File: src/rtl/bus_arbiter_4_32b.sv
// 4-requester round-robin bus arbiter with a registered owner and a DATA_WIDTH output mux.
// 1-cycle grant latency; optional hold timeout under macro ARB_TIMEOUT_EN.
module bus_arbiter_4_32b #(
  parameter int DATA_WIDTH = 32,
  parameter int MAX_HOLD   = 8
) (
  input  logic                  clk,
  input  logic                  rst,
  input  logic [3:0]            req,
  input  logic [3:0]            last,
  input  logic [DATA_WIDTH-1:0] in0,
  input  logic [DATA_WIDTH-1:0] in1,
  input  logic [DATA_WIDTH-1:0] in2,
  input  logic [DATA_WIDTH-1:0] in3,
  output logic [3:0]            gnt,
  output logic [1:0]            sel,
  output logic [DATA_WIDTH-1:0] out_data,
  output logic                  out_valid
);

  typedef enum logic {IDLE, OWNED} state_t;

  localparam logic [7:0] HOLD_SAT = 8'(MAX_HOLD);

  state_t     state, state_nx;
  logic [1:0] ptr, ptr_nx, sel_nx, winner;
  logic [3:0] gnt_nx, others;
  logic       vld_nx, timeout;
  logic [7:0] hold, hold_nx;

  // Highest priority is base+1, lowest is base itself.
  function automatic logic [1:0] rr_pick(input logic [3:0] mask, input logic [1:0] base);
    logic [1:0] idx;
    rr_pick = base;
    for (int k = 4; k >= 1; k--) begin
      idx = base + 2'(k);
      if (mask[idx]) rr_pick = idx;
    end
  endfunction

`ifdef ARB_TIMEOUT_EN
  localparam logic [7:0] HOLD_LAST = 8'(MAX_HOLD - 1);
  assign timeout = (hold == HOLD_LAST);
`else
  assign timeout = 1'b0;
`endif

  always_ff @(posedge clk or posedge rst) begin
    if (rst) begin
      state     <= IDLE;
      ptr       <= 2'd3;
      sel       <= 2'd0;
      gnt       <= 4'b0000;
      out_valid <= 1'b0;
      hold      <= 8'd0;
    end else begin
      state     <= state_nx;
      ptr       <= ptr_nx;
      sel       <= sel_nx;
      gnt       <= gnt_nx;
      out_valid <= vld_nx;
      hold      <= hold_nx;
    end
  end

  always_comb begin
    state_nx = state;
    ptr_nx   = ptr;
    sel_nx   = sel;
    gnt_nx   = gnt;
    vld_nx   = out_valid;
    hold_nx  = hold;
    others   = 4'b0000;
    winner   = 2'd0;
    case (state)
      IDLE: begin
        if (|req) begin
          winner   = rr_pick(req, ptr);
          state_nx = OWNED;
          sel_nx   = winner;
          gnt_nx   = 4'b0001 << winner;
          vld_nx   = 1'b1;
          hold_nx  = 8'd0;
        end
      end
      OWNED: begin
        hold_nx = (hold == HOLD_SAT) ? hold : hold + 8'd1;
        if (!req[sel] || last[sel] || timeout) begin
          ptr_nx = sel;
          // The releasing owner sits out one arbitration round.
          others = req & ~(4'b0001 << sel);
          if (|others) begin
            winner  = rr_pick(others, sel);
            sel_nx  = winner;
            gnt_nx  = 4'b0001 << winner;
            vld_nx  = 1'b1;
            hold_nx = 8'd0;
          end else begin
            state_nx = IDLE;
            gnt_nx   = 4'b0000;
            vld_nx   = 1'b0;
          end
        end
      end
      default: state_nx = IDLE;
    endcase
  end

  always_comb begin
    out_data = '0;
    if (out_valid) begin
      case (sel)
        2'd0:    out_data = in0;
        2'd1:    out_data = in1;
        2'd2:    out_data = in2;
        default: out_data = in3;
      endcase
    end
  end

endmodule

File: config.mk
export PLATFORM = sky130hd
export DESIGN_NAME = bus_arbiter_4_32b
export DESIGN_NICKNAME = d
export VERILOG_FILES = /design/src/rtl/bus_arbiter_4_32b.sv
export SDC_FILE = /design/constraint.sdc
export NUM_CORES = 1
export LEC_CHECK = 0
export BUFFER_PORTS_ARGS = -buffer_cell sky130_fd_sc_hd__buf_2
export CAP_MARGIN = 5
export CORE_MARGIN = 2
export CORE_UTILIZATION = 39
export CTS_CLUSTER_SIZE = 30
export DETAILED_ROUTE_END_ITERATION = 16
export GPL_TIMING_DRIVEN = 0
export HOLD_SLACK_MARGIN = 0.03
export PLACE_DENSITY = 0.88
export SLEW_MARGIN = 10
export SYNTH_ARGS = -nofsm -noshare
export SYNTH_HDL_FRONTEND = slang
export SYNTH_SLANG_ARGS = --single-unit
File: constraint.sdc
create_clock -name clk -period 6.6 [get_ports clk]
set_clock_uncertainty 0.2 [all_clocks]
set_input_delay 0.66 -clock clk [delete_from_list [all_inputs] [get_ports clk]]
set_output_delay 0.66 -clock clk [all_outputs]
set_load 0.1 [all_outputs]
; Word-level counts from Yosys, hierarchy flattened
; Cells that the tools add are included.
[op_classes]
add_sub_neg = 6
order_cmp = 7
n_shift = 3
n_mux = 44
bitwise_logic = 3
n_eq_ne = 5
reduce_logical = 8
[op_table]
columns = op, count
row1 = $pmux W32 S3, 1
row2 = $mux W32, 1
row3 = $mux W2, 14
row4 = $lt A2 B3 Y1 const B, 7
row5 = $bmux W1 S2, 8
row6 = $mux W1, 13
row7 = $mux W4, 3
row8 = $shl A1 B2 Y4 const A, 3
row9 = $add A2 B2 Y2 const B, 4
row10 = $pmux W4 S2, 1
row11 = $reduce_or A4 Y1, 2
row12 = $add A2 B1 Y2 const B, 2
row13 = $and A4 B4 Y4, 1
row14 = $ne A2 B1 Y1 const B, 2
row15 = $not A4 Y4, 1
row16 = $pmux W1 S2, 2
row17 = $pmux W2 S2, 1
row18 = $reduce_and A2 Y1, 2
row19 = $reduce_and A3 Y1, 1
row20 = $eq A2 B1 Y1 const B, 1
row21 = $eq A2 B2 Y1 const B, 1
row22 = $logic_not A2 Y1, 1
row23 = $ne A2 B2 Y1 const B, 1
row24 = $logic_not A1 Y1, 1
row25 = other kinds (2), 2
[word_totals]
reg_bits = 10

; Longest topological paths before layout
[logic_depth]
ltp_word = 15
mapped_depth = 8

; Worst setup path before layout
; Ideal clock, no wire load.
[synth_timing]
path_type = reg-to-output
startpoint = reg sel[1]
endpoint = out out_data[10]
stages_incl_launch_ff = 7
setup_slack_ns = 3.004
arrival_ns = 2.736
n_path_buf = 2
cell_sequence = dfrtp_1 ha_1 clkbuf_1 clkbuf_1 a222oi_1 o21ai_0 and2_1
[synth_between]
elab_chain_cells = 3
elab_cells_between_ends = 5
[synth_lines]
columns = element, line
row1 = from (decl), 16  ; output logic [1:0] sel,
row2 = from (signal assigned), 59  ; sel <= sel_nx;
row3 = $eq A2 B2 Y1 (tied with other cells), 112  ; case (sel)
row4 = $pmux W32 S3 (*), 112
row5 = $mux W32 (*), 111  ; if (out_valid) begin
row6 = to (decl), 17  ; output logic [DATA_WIDTH-1:0] out_data,
; Mark *: on every way between the ends. The rest lies on a longest branch, timed or not.

; Worst setup path after layout
[layout_timing]
startpoint = reg sel[0]
endpoint = out out_data[1]
; Same word-level chain as after synthesis.

==> results.txt <==
* Run status: finished, final reports clean
- Residual antenna-violating net count after detailed routing: 0
- Total GRT Usage: 0.271
- Yosys mapped a number of flops with a built-in enable equal to 0.
* Final setup fails: 0
- The initialized floorplan defines 24 standard-cell rows.
- Entering global routing, the biggest net connects 11 pins.
- Clock input transition at the sequential cells of the worst setup and hold paths: 0.05 ns
* Hold/Removal Path Class: primary input to asynchronous set/reset pin
- For this block, the via count after detailed routing is 2707.
* Remaining max-slew budget at the tightest pin: 0.582
- Avg WL per Cell: 15.1 µm
- Summed over all layers, the global routing overflow is 0.
- In this run the standard cell core region covers 4290 µm².
- Worst Tran Pin Value: 0.622 ns
- After synthesis, the cell types taking the most area are a222oi_1 19%, and2_1 12%, dfrtp_1 12%.
* Half-perimeter wire length after placement: 5.77 mm
* Leading cell types in the layout, fill and taps excluded: 177 x buf_2, 39 x nand2_1, 36 x o21ai_0, 33 x and2_1, 32 x a222oi_1
* Global-route wire length before repair: 11.3 mm
- Post-CTS timing repair inserted 0 buffers for setup.
- The tree is rooted in a clkbuf_8.
- For this run, the register share of the synthesized area comes to 0.147.
- Initial cell density of the core: 0.401
- Die outline area: 4960 µm²
- CP required: 5.74 ns
* Most frequently used flop master after synthesis: dfrtp_1
* Die height: 70.4 µm
* Tcrit/Tclk final: 0.553
- FMAX: 274 MHz
- Data arrival time of the critical path: 2.79 ns
* Number of unique standard cell types used by synthesis: 42
- Port buffer count: 176
* Number of resized instances in the post-cts repair step: 0
* Commonest non-fill, non-tap cell in the layout: buf_2
- In this run, CTS created clock tree buffers numbering 3.
- By startpoint and endpoint, the worst setup path is classified as flop to output pin.
- Critical Path Start Type: flop
- Max cap viols: 0
* Gpl congestion: 0.995
- The first detailed-routing pass ran for 8 iterations.
* Number of standard cells after synthesis: 247
- CTS H-tree lvls: 1
* Worst-Skew Late Latency: 0.24 ns
- Clock Path Buffers: 2
- In the final layout, the share of cells above drive strength 1 is 0.438.
- Along the worst path, the maximum fanout reaches 10.
- From left edge to right edge, the die measures 70.4 µm.
- RSZ-0062 raised after global routing: false
- Number of DRC markers after the initial detailed-route iteration: 222
* Max-slew violation total from the final report: 0
- Post-Syn Area per Cell: 6.97 µm²
- The repair_antennas step left the layout with diodes totalling 0.
* Flops & latches, synth: 10
- Fraction of registers with async set or reset after synthesis: 1.00
* Nets: 570
* Post-synthesis cell area: 1720 µm²
* Synth warnings: 0
- For this block, the routed nets add up to 7.25 mm of wire.
* Clock period minus worst slack: 3.65 ns
* Post-synthesis to final-layout area growth: 58.2%
- The via count of the first global-routing pass is 2494.
* Drt drc: 0
- Post-synth net total: 389
- I/O Pins: 177
* Most area-hungry cell type in the Yosys netlist: a222oi_1
- The number of hold buffers added after CTS was 0.
- The initial antenna violation count is 0.
- Clock tree synthesis found a total of 10 sinks.
- STA classifies the critical path endpoint as an output pin.
- CTS tree: yes
- The hold violation total from the final report was 0.
- Counting the fill cells in the layout gives 382.
* Via/cell ratio: 5.65
* Proportion of netlist area held by the largest area contributor: 0.186
- Summed over all failing endpoints, the final setup total negative slack is 0 ns.
[worst max-delay path: stages, from the launching register on]
cell	delay [ns]
dfrtp_1	0.46
inv_2	0.21
ha_1	0.17
clkbuf_1	0.28
clkbuf_1	0.38
a222oi_1	0.18
o21ai_0	0.26
and2_1	0.18
buf_2	0.43
[cells in the mapped netlist, types with 2 or more instances]
master,instances
nand2_1,39
o21ai_0,36
and2_1,33
a222oi_1,32
clkbuf_1,23
nor2b_1,10
dfrtp_1,8
nor2_1,8
a21o_1,4
a21oi_1,4
ha_1,4
inv_1,4
nand2b_1,4
a31oi_1,3
o221ai_1,3
dfstp_2,2
inv_2,2
mux4_2,2
nor3_1,2
o211ai_1,2
[metrics by stage]
stage                     hold slack [ns]  instance area [µm²]   util  setup slack (ns)  instances
final                               0.184                 2720  0.634              2.95        479
after global routing                0.217                 2720  0.634              2.76        479
after CTS                           0.196                 2720  0.634              2.96        479
after detailed placement            0.275                 2670  0.621              3.23        475
after global placement              0.273                 2670  0.621              3.23        475
after floorplan                     0.283                 1720      -              3.00        247
[path summary, 6_finish.rpt]
| kind | startpoint | to | slack, ns | cells past startpoint |
|---|---|---|---|---|
| worst max-delay path | sel[0]$_DFFE_PP0P_ | out_data[1] | 2.95 | 8 |
| worst min-delay path | rst | gnt[2]$_DFFE_PP0P_ | 0.18 | 2 |
| worst max register to register | sel[0]$_DFFE_PP0P_ | gnt[0]$_DFFE_PP0P_ | 3.79 | 8 |
| worst min register to register | gnt[0]$_DFFE_PP0P_ | gnt[0]$_DFFE_PP0P_ | 0.29 | 2 |
| max in group asynchronous | rst | ptr[0]$_DFFE_PP1P_ | 5.70 | 2 |
| min in group clk | gnt[0]$_DFFE_PP0P_ | gnt[0]$_DFFE_PP0P_ | 0.29 | 2 |
[flip-flops by register name, indices dropped and copies added, names as in the netlist]
register / flops
ptr: 2
state: 1
sel: 2
out_valid: 1
gnt: 4
[cell type report]
class	count	area, µm²	share of cell area
multi-input combinational	206	1350	0.496
clock buffer	4	55.1	0.0202
buffer	25	95.1	0.0349
inverter	6	22.5	0.00828
tap	52	65.1	0.0239
timing repair buffer	176	881	0.324
sequential	10	253	0.0929
[metal layers]
| metal | GRT usage | share of wire | vias up |
|---|---|---|---|
| li1 | - | - | 1320 |
| met1 | 0.338 | 0.41 | 1245 |
| met2 | 0.471 | 0.48 | 135 |
| met3 | 0.0635 | 0.10 | 7 |
| met4 | 0.0598 | 0.010 | 0 |
| met5 | 0 | 0 | - |
[cells by family after synthesis]
group | count (synthesis) | share of synthesized area
mux | 2 | 0.0262
buf+inv | 31 | 0.0684
compound gates | 96 | 0.415
flops | 10 | 0.147
simple gates | 104 | 0.315
fa+ha+maj | 4 | 0.0291
Power is not shown: default switching activity piles up to over one toggle a cycle in this logic, so the estimate is an artifact.
